**src/rtl/work_loader_pkg.sv**
```systemverilog
`default_nettype none
// ============================================================================
// Module      : work_loader_pkg
// Description : Shared state encoding and width helpers for work_loader_master.
// Revision    : 1.0 - initial release
// ============================================================================
package work_loader_pkg;

    localparam logic [2:0] c_ST_IDLE    = 3'd0;
    localparam logic [2:0] c_ST_WRITE   = 3'd1;
    localparam logic [2:0] c_ST_RD_CMD  = 3'd2;
    localparam logic [2:0] c_ST_RD_WAIT = 3'd3;
    localparam logic [2:0] c_ST_DONE    = 3'd4;

    typedef enum logic [2:0] {
        ST_IDLE    = c_ST_IDLE,
        ST_WRITE   = c_ST_WRITE,
        ST_RD_CMD  = c_ST_RD_CMD,
        ST_RD_WAIT = c_ST_RD_WAIT,
        ST_DONE    = c_ST_DONE
    } state_t;

    // Byte lanes per data word; byteenable is DATA_W / c_BYTE_BITS bits wide.
    localparam int c_BYTE_BITS = 8;

    function automatic int be_width(input int data_w);
        return data_w / c_BYTE_BITS;
    endfunction

    function automatic int idx_width(input int num_words);
        return (num_words > 1) ? $clog2(num_words) : 1;
    endfunction

endpackage
`default_nettype wire

```
**src/rtl/work_word_buf.sv**
```systemverilog
`default_nettype none
// ============================================================================
// Module      : work_word_buf
// Description : NUM_WORDS x DATA_W job buffer, one sync write port, one async
//               read port. Contents are never reset.
// Revision    : 1.0 - initial release
// ============================================================================
module work_word_buf #(
    parameter int DATA_W    = 32,
    parameter int NUM_WORDS = 8,
    parameter int IDX_W     = 3
) (
    input  logic              clk,
    input  logic              we,
    input  logic [IDX_W-1:0]  wr_idx,
    input  logic [DATA_W-1:0] wr_data,
    input  logic [IDX_W-1:0]  rd_idx,
    output logic [DATA_W-1:0] rd_data
);

    logic w_wr_ok;
    logic w_rd_ok;

    // Out-of-range indices only exist when NUM_WORDS is not a power of two.
    assign w_wr_ok = (32'(wr_idx) < 32'(NUM_WORDS));
    assign w_rd_ok = (32'(rd_idx) < 32'(NUM_WORDS));

    generate
        if (NUM_WORDS == 1) begin : g_single
            logic [DATA_W-1:0] r_word;

            always_ff @(posedge clk) begin
                if (we && w_wr_ok) begin
                    r_word <= wr_data;
                end
            end

            assign rd_data = w_rd_ok ? r_word : '0;
        end else begin : g_array
            logic [DATA_W-1:0] r_mem [NUM_WORDS];

            always_ff @(posedge clk) begin
                if (we && w_wr_ok) begin
                    r_mem[wr_idx] <= wr_data;
                end
            end

            assign rd_data = w_rd_ok ? r_mem[rd_idx] : '0;
        end
    endgenerate

endmodule
`default_nettype wire

```
**src/rtl/work_loader_master.sv**
```systemverilog
`default_nettype none
// ============================================================================
// Module      : work_loader_master
// Description : Avalon-MM master that writes a buffered job of NUM_WORDS words
//               to consecutive addresses; optional readback verify is built in
//               when WORK_LOADER_VERIFY_EN is defined.
// Revision    : 1.0 - initial release
// ============================================================================
module work_loader_master
    import work_loader_pkg::*;
#(
    parameter int DATA_W    = 32,
    parameter int ADDR_W    = 8,
    parameter int NUM_WORDS = 8,
    parameter int BASE_ADDR = 0,
    parameter int STRIDE    = 4
) (
    input  logic                            clk,
    input  logic                            reset,
    input  logic                            buf_we,
    input  logic [idx_width(NUM_WORDS)-1:0] buf_idx,
    input  logic [DATA_W-1:0]               buf_wdata,
    input  logic                            start,
    output logic                            busy,
    output logic                            done,
    output logic                            verify_err,
    output logic [ADDR_W-1:0]               avm_address,
    output logic                            avm_write,
    output logic                            avm_read,
    output logic [DATA_W-1:0]               avm_writedata,
    output logic [be_width(DATA_W)-1:0]     avm_byteenable,
    input  logic                            avm_waitrequest,
    input  logic [DATA_W-1:0]               avm_readdata,
    input  logic                            avm_readdatavalid
);

    localparam int               c_IDX_W = idx_width(NUM_WORDS);
    localparam logic [c_IDX_W-1:0] c_LAST = c_IDX_W'(NUM_WORDS - 1);

`ifdef WORK_LOADER_VERIFY_EN
    localparam state_t c_POST_WRITE = ST_RD_CMD;
`else
    localparam state_t c_POST_WRITE = ST_DONE;
`endif

    state_t              r_state;
    logic [c_IDX_W-1:0]  r_cnt;
    logic [DATA_W-1:0]   w_buf_rdata;
    logic                w_buf_we;
    logic                w_last;
    logic                w_in_write;
    logic                w_in_read;
    logic [ADDR_W-1:0]   w_word_addr;

    // Buffer only accepts host writes while no job is running.
    assign w_buf_we = buf_we && (r_state == ST_IDLE);

    work_word_buf #(
        .DATA_W    (DATA_W),
        .NUM_WORDS (NUM_WORDS),
        .IDX_W     (c_IDX_W)
    ) u_word_buf (
        .clk     (clk),
        .we      (w_buf_we),
        .wr_idx  (buf_idx),
        .wr_data (buf_wdata),
        .rd_idx  (r_cnt),
        .rd_data (w_buf_rdata)
    );

    assign w_last      = (r_cnt == c_LAST);
    assign w_word_addr = ADDR_W'(BASE_ADDR) + ADDR_W'(r_cnt) * ADDR_W'(STRIDE);
    assign w_in_write  = (r_state == ST_WRITE);

    always_ff @(posedge clk) begin
        if (reset) begin
            r_state <= ST_IDLE;
            r_cnt   <= '0;
        end else begin
            case (r_state)
                ST_IDLE: begin
                    if (start) begin
                        r_cnt   <= '0;
                        r_state <= ST_WRITE;
                    end
                end
                ST_WRITE: begin
                    if (!avm_waitrequest) begin
                        if (w_last) begin
                            r_cnt   <= '0;
                            r_state <= c_POST_WRITE;
                        end else begin
                            r_cnt <= r_cnt + 1'b1;
                        end
                    end
                end
`ifdef WORK_LOADER_VERIFY_EN
                ST_RD_CMD: begin
                    if (!avm_waitrequest) begin
                        r_state <= ST_RD_WAIT;
                    end
                end
                ST_RD_WAIT: begin
                    if (avm_readdatavalid) begin
                        if (w_last) begin
                            r_state <= ST_DONE;
                        end else begin
                            r_cnt   <= r_cnt + 1'b1;
                            r_state <= ST_RD_CMD;
                        end
                    end
                end
`endif
                ST_DONE: begin
                    r_state <= ST_IDLE;
                end
                default: begin
                    r_state <= ST_IDLE;
                end
            endcase
        end
    end

`ifdef WORK_LOADER_VERIFY_EN
    logic r_verify_err;

    assign w_in_read = (r_state == ST_RD_CMD);

    // Sticky across the whole job; only a new launch clears it.
    always_ff @(posedge clk) begin
        if (reset) begin
            r_verify_err <= 1'b0;
        end else if ((r_state == ST_IDLE) && start) begin
            r_verify_err <= 1'b0;
        end else if ((r_state == ST_RD_WAIT) && avm_readdatavalid &&
                     (avm_readdata != w_buf_rdata)) begin
            r_verify_err <= 1'b1;
        end
    end

    assign verify_err = r_verify_err;
`else
    logic w_unused_resp;

    assign w_in_read     = 1'b0;
    assign verify_err    = 1'b0;
    assign w_unused_resp = ^{avm_readdata, avm_readdatavalid};
`endif

    assign busy           = (r_state != ST_IDLE);
    assign done           = (r_state == ST_DONE);
    assign avm_write      = w_in_write;
    assign avm_read       = w_in_read;
    assign avm_address    = (w_in_write || w_in_read) ? w_word_addr : '0;
    assign avm_writedata  = w_in_write ? w_buf_rdata : '0;
    assign avm_byteenable = (w_in_write || w_in_read) ? '1 : '0;

endmodule
`default_nettype wire

```
**config.mk**
```make
export PLATFORM = sky130hd
export DESIGN_NAME = work_loader_master
export DESIGN_NICKNAME = d
export VERILOG_FILES = /design/src/rtl/work_loader_pkg.sv /design/src/rtl/work_word_buf.sv /design/src/rtl/work_loader_master.sv
export SDC_FILE = /design/constraint.sdc
export NUM_CORES = 1
export LEC_CHECK = 0
export CORE_UTILIZATION = 60
export DETAILED_ROUTE_END_ITERATION = 8
export PLACE_DENSITY = 0.85
export SETUP_SLACK_MARGIN = 0.1
export SYNTH_ARGS = -nofsm -noshare
export SYNTH_HDL_FRONTEND = slang
export SYNTH_SLANG_ARGS = --single-unit
```
**constraint.sdc**
```tcl
create_clock -name clk -period 11.02 [get_ports clk]
set_input_delay 2.204 -clock clk [delete_from_list [all_inputs] [get_ports clk]]
set_output_delay 2.204 -clock clk [all_outputs]
set_load 0.005 [all_outputs]
```
# --- Yosys cells after proc, flatten, opt, wreduce, memory -nomap -nowiden ---
# Memories as Yosys holds them, arrays and structs flattened. A register that Yosys moved wholly into a read port is not among the register bits.
# Index checks and enable logic that the tools add are counted.
word_totals:
  in_bits: 73
  mem_bits_rw: 256
  regBits: 6
  n_memories: 1
classes:
  mux: 15
  eq_ne: 6
  addsub: 1
  n_reduce_logical: 6
mem_list:
  columns: ["name", "words", "word_bits", "rd", "rd_ports_with_merged_regs", "wr", "line_no", "rtl"]
  rows:
  - ["u_word_buf.g_array.r_mem", 8, 32, 1, 1, 1, "work_word_buf.sv:40", "logic [DATA_W-1:0] r_mem [NUM_WORDS];"]
op_table:
  columns: ["operator", "count"]
  rows:
  - ["$mux 32", 1]
  - ["$mux 3", 8]
  - ["$pmux 3 s2", 2]
  - ["$eq 3x3->1 const B", 2]
  - ["$ne 2x2->1 const B", 3]
  - ["$reduce_and 3->1", 2]
  - ["$mux 5", 1]
  - ["$mux 4", 1]
  - ["$add 3x1->3 const B", 1]
  - ["$eq 3x1->1 const B", 1]
  - ["$logic_not 3->1", 1]
  - ["$reduce_bool 3->1", 1]
  - ["$mux 1", 2]
  - ["$reduce_bool 2->1", 1]
  - ["$logic_and 1x1->1", 1]

# --- Depth between registers and ports, before layout ---
logic_depth:
  word_depth: 6
  ltp_mapped: 5
  ltp_nobuf: 5

# --- Hierarchy ---
# Synthesis repeated with hierarchy kept, for this count alone.
hier_totals:
  hier_cells: 462
  area_unflattened_um2: 10450.0
modules_own_cells:
  columns: ["mod", "seq_area_each_um2", "area_each_um2", "cells_each", "n_inst"]
  rows:
  - ["work_word_buf", 7687.4, 9825.7, 383, 1]
  - ["work_loader_master", 100.1, 624.3, 79, 1]

# --- Least setup slack after synthesis ---
# Ideal clock, no wire load.
synth_timing:
  path_type: "input to register"
  start: "input buf_idx[0]"
  end: "memory u_word_buf.g_array.r_mem[0][0] (enable)"
  path_stages: 2
  t_required_ns: 10.559
  setup_slack_ns: 5.938
  n_path_buf: 0
  setup_time_ns: 0.461
  arrival_ns: 4.620
  cell_sequence: "nand3b_1 nor3_1"
synth_rtl:
  columns: ["element", "line_no", "rtl"]
  rows:
  - ["start, declared", "work_loader_master.sv:21", "input logic [idx_width(NUM_WORDS)-1:0] buf_idx,"]
  - ["end, declared", "work_word_buf.sv:40", null]
# Straight into the memory's write port.

==> impl_metrics.tcl <==
set metrics [dict create \
    final.setup_skew_ps 5.05 \
    required_ps 8820 \
    timing.final.crit_share 0.558 \
    cts_inserted_buffers 25 \
    route.vias.total 5240 \
    fin_crit_ps 6150 \
    vdd_drop_max_v 0.000148 \
    grt_max_degree 57 \
    worstHoldPathCells 2 \
    clock_latency_ps 510 \
    grt_pass1_vias 5399 \
    antenna_found_initial 0 \
    p_leak_nw 3.71 \
    crit_path_frequent_cell "buf_4" \
    avgSynthCellArea_um2 17.9 \
    clk_pin_slew_worst_paths_ps 60 \
    syn_inst 572 \
    fin_hold_ws_ps 530 \
    path_max_fanout 56 \
    finalWirelength_mm 18.9 \
    layout-drive-gt1-share 0.0815 \
    gp_congestion 0.715 \
    area.growth.synth_to_final_pct 17.2 \
    r2r_slack_ps 8630 \
    clockRootBuffer "clkbuf_16" \
    fillers 1003 \
    wl_per_cell_um 21.1 \
    dr.pass1.iters 5 \
    critPathMaxStageDelay_ps 850 \
    fp.dieW_um 133 \
    ys_seq_area_frac 0.765 \
    crit_arrival_ps 3950 \
    track_usage 0.221 \
    overflow 0 \
    synth_cell_types 32 \
    io_pins 122 \
    p_per_area_nw_per_um2 164 \
    synth_warnings 0 \
    fmax_mhz 163 \
    slowest_stage "buf_4" \
    initial_core_util 0.616 \
    port-buffer-count 81 \
    dp_hpwl_mm 10.0 \
    min_from "r_cnt[1]" \
    cap_violations 0 \
    timing.slew.headroom 0.373 \
    layout.nets 735 \
    rsz0062_at_grt "no" \
    critical_path_class "register to primary output" \
    clkSinkCount 264 \
    drcViolationCount 0 \
    worst_pin_slew_ps 940 \
    cts_htree_levels 1 \
    cts_setup_buffers 0 \
    hold_violations 0 \
    status "finished clean" \
    ant_nets 0 \
    rows 47 \
    die_height_um 133 \
    die-area_um2 17600 \
    core_area_um2 16600 \
    maxSlewViolCount 0 \
    ctsHoldBuffers 0 \
    worstHoldPathType "register to register" \
    cts_tree "yes" \
    cts_max_path_buffers 3 \
    start_kind "register" \
    synth_seq_cells 264 \
    grt_pass1_wl_mm 28.9 \
    ff2ff_path_depth 4 \
    r2r-end "u_word_buf.g_array.r_mem[5][15]" \
    first_iter_violations 421 \
    cp-end-kind "primary output" \
    n_antenna_cell 0 \
    place_area_um2 11300 \
    finalSetupViolCount 0 \
    avgViaCountPerCell 5.85 \
    finalSetupTns_ps 0 \
    postLayoutCellArea_um2 12000 \
    crit_chain "buf_4 -> buf_4 -> mux2i_1 -> o22ai_1 -> or2_1 -> clkdlybuf4s50_1" \
    cts_resized 0 \
    r2r_start "r_state[0]" \
    syn_area_um2 10300 \
]
## power by group
part	switching, mW	leakage, nW	internal, mW
clock network	0.326	0.350	0.434
logic	0.0481	0.974	0.0437
registers	0.00569	2.38	1.12
total	0.380	3.71	1.60
## synthesized netlist by cell type (all sizes together)
| library cell | n | share of area |
|---|---|---|
| and2 | 3 | 0.0018 |
| o21ai | 1 | 0.00049 |
| o22ai | 64 | 0.039 |
| nand2b | 6 | 0.0037 |
| nand3 | 1 | 0.00049 |
| nor3 | 2 | 0.00098 |
| or4 | 1 | 0.00073 |
| nor4b | 1 | 0.00085 |
| inv | 3 | 0.0011 |
| or4b | 1 | 0.00098 |
| nand3b | 3 | 0.0022 |
| or2 | 32 | 0.020 |
| nand4b | 1 | 0.00085 |
| mux2i | 131 | 0.13 |
| a211oi | 1 | 0.00073 |
| nor2 | 7 | 0.0026 |
| a21oi | 1 | 0.00049 |
| buf | 34 | 0.021 |
| nand2 | 1 | 0.00037 |
| and2b | 1 | 0.00073 |
| dfxtp | 8 | 0.016 |
| clkbuf | 6 | 0.0023 |
| nand4bb | 2 | 0.0022 |
| or2b | 2 | 0.0015 |
| conb | 1 | 0.00037 |
| edfxtp | 256 | 0.75 |
| ha | 2 | 0.0024 |
## layout make-up
cell class                      instances  area [um^2]  area share
Inverter                                3         11.3    0.000937
Multi-Input combinational cell        271         2250       0.187
Sequential cell                       264         7850       0.653
Timing Repair Buffer                   95          916      0.0762
Clock buffer                           30          644      0.0536
Tap cell                              220          275      0.0229
Clock inverter                         12         73.8     0.00614
## cell usage in the layout (no fill, tap or decap), types with 2 or more instances in the layout
master           count
clkinv_2             2
inv_1                3
o22ai_1             64
clkbuf_16           25
edfxtp_1           256
nand2b_1             6
dfxtp_1              7
clkbuf_1             5
nor2_4               6
ha_1                 2
and2_1               3
mux2i_1            131
or2b_1               2
conb_1               7
clkdlybuf4s50_1     81
nand3b_1             3
buf_4               14
or2_1               30
nor3_2               2
clkinv_1             9
nand4bb_2            2
or2_2                2
## logic make-up after synthesis
| kind of cell | Yosys count | synth area share |
|---|---|---|
| and+or+nand+nor | 64 | 0.0394 |
| AOI/OAI and AO/OA | 67 | 0.0407 |
| adders and majority gates | 2 | 0.00244 |
| buffers and inverters | 43 | 0.0244 |
| DFF | 264 | 0.765 |
| other | 1 | 0.000366 |
| muxes | 131 | 0.128 |
## flip-flops by register name (all words and copies together) (netlist names), named ones only
signal	count
u_word_buf.g_array.r_mem	256
r_cnt	3
r_state	2
## layer usage
metal  part of all wire  global-route usage
met2               0.53               0.396
met3              0.063              0.0425
met1               0.39               0.269
met5                  0                   0
met4              0.020              0.0747
## how the worst max path moves through the flow
stage                                                 to  slack (ps)  cells past startpoint
after floorplan           u_word_buf.g_array.r_mem[0][0]        5940                      2
after global placement                 avm_writedata[31]        5450                      6
after detailed placement               avm_writedata[31]        5380                      6
after CTS                              avm_writedata[31]        4850                      6
after global routing                   avm_writedata[10]        4670                      6
final                                  avm_writedata[13]        4870                      6
## worst max-delay path, delay by kind of cell (launching register included)
kind,cells,cell delay (ps)
compound gates,1,110
buf+inv,3,1970
flops,1,710
mux,1,330
simple gates,1,250
## metrics by stage
step	util	std cells	setup WS [ps]	power (mW)
floorplan	-	578	5940	1.19
global placement	0.679	853	5450	1.23
detailed placement	0.679	853	5380	1.24
CTS	0.722	895	4850	1.99
global route	0.722	895	4670	2.03
finish	0.722	895	4870	1.98
(Power assumes the default switching activity.)
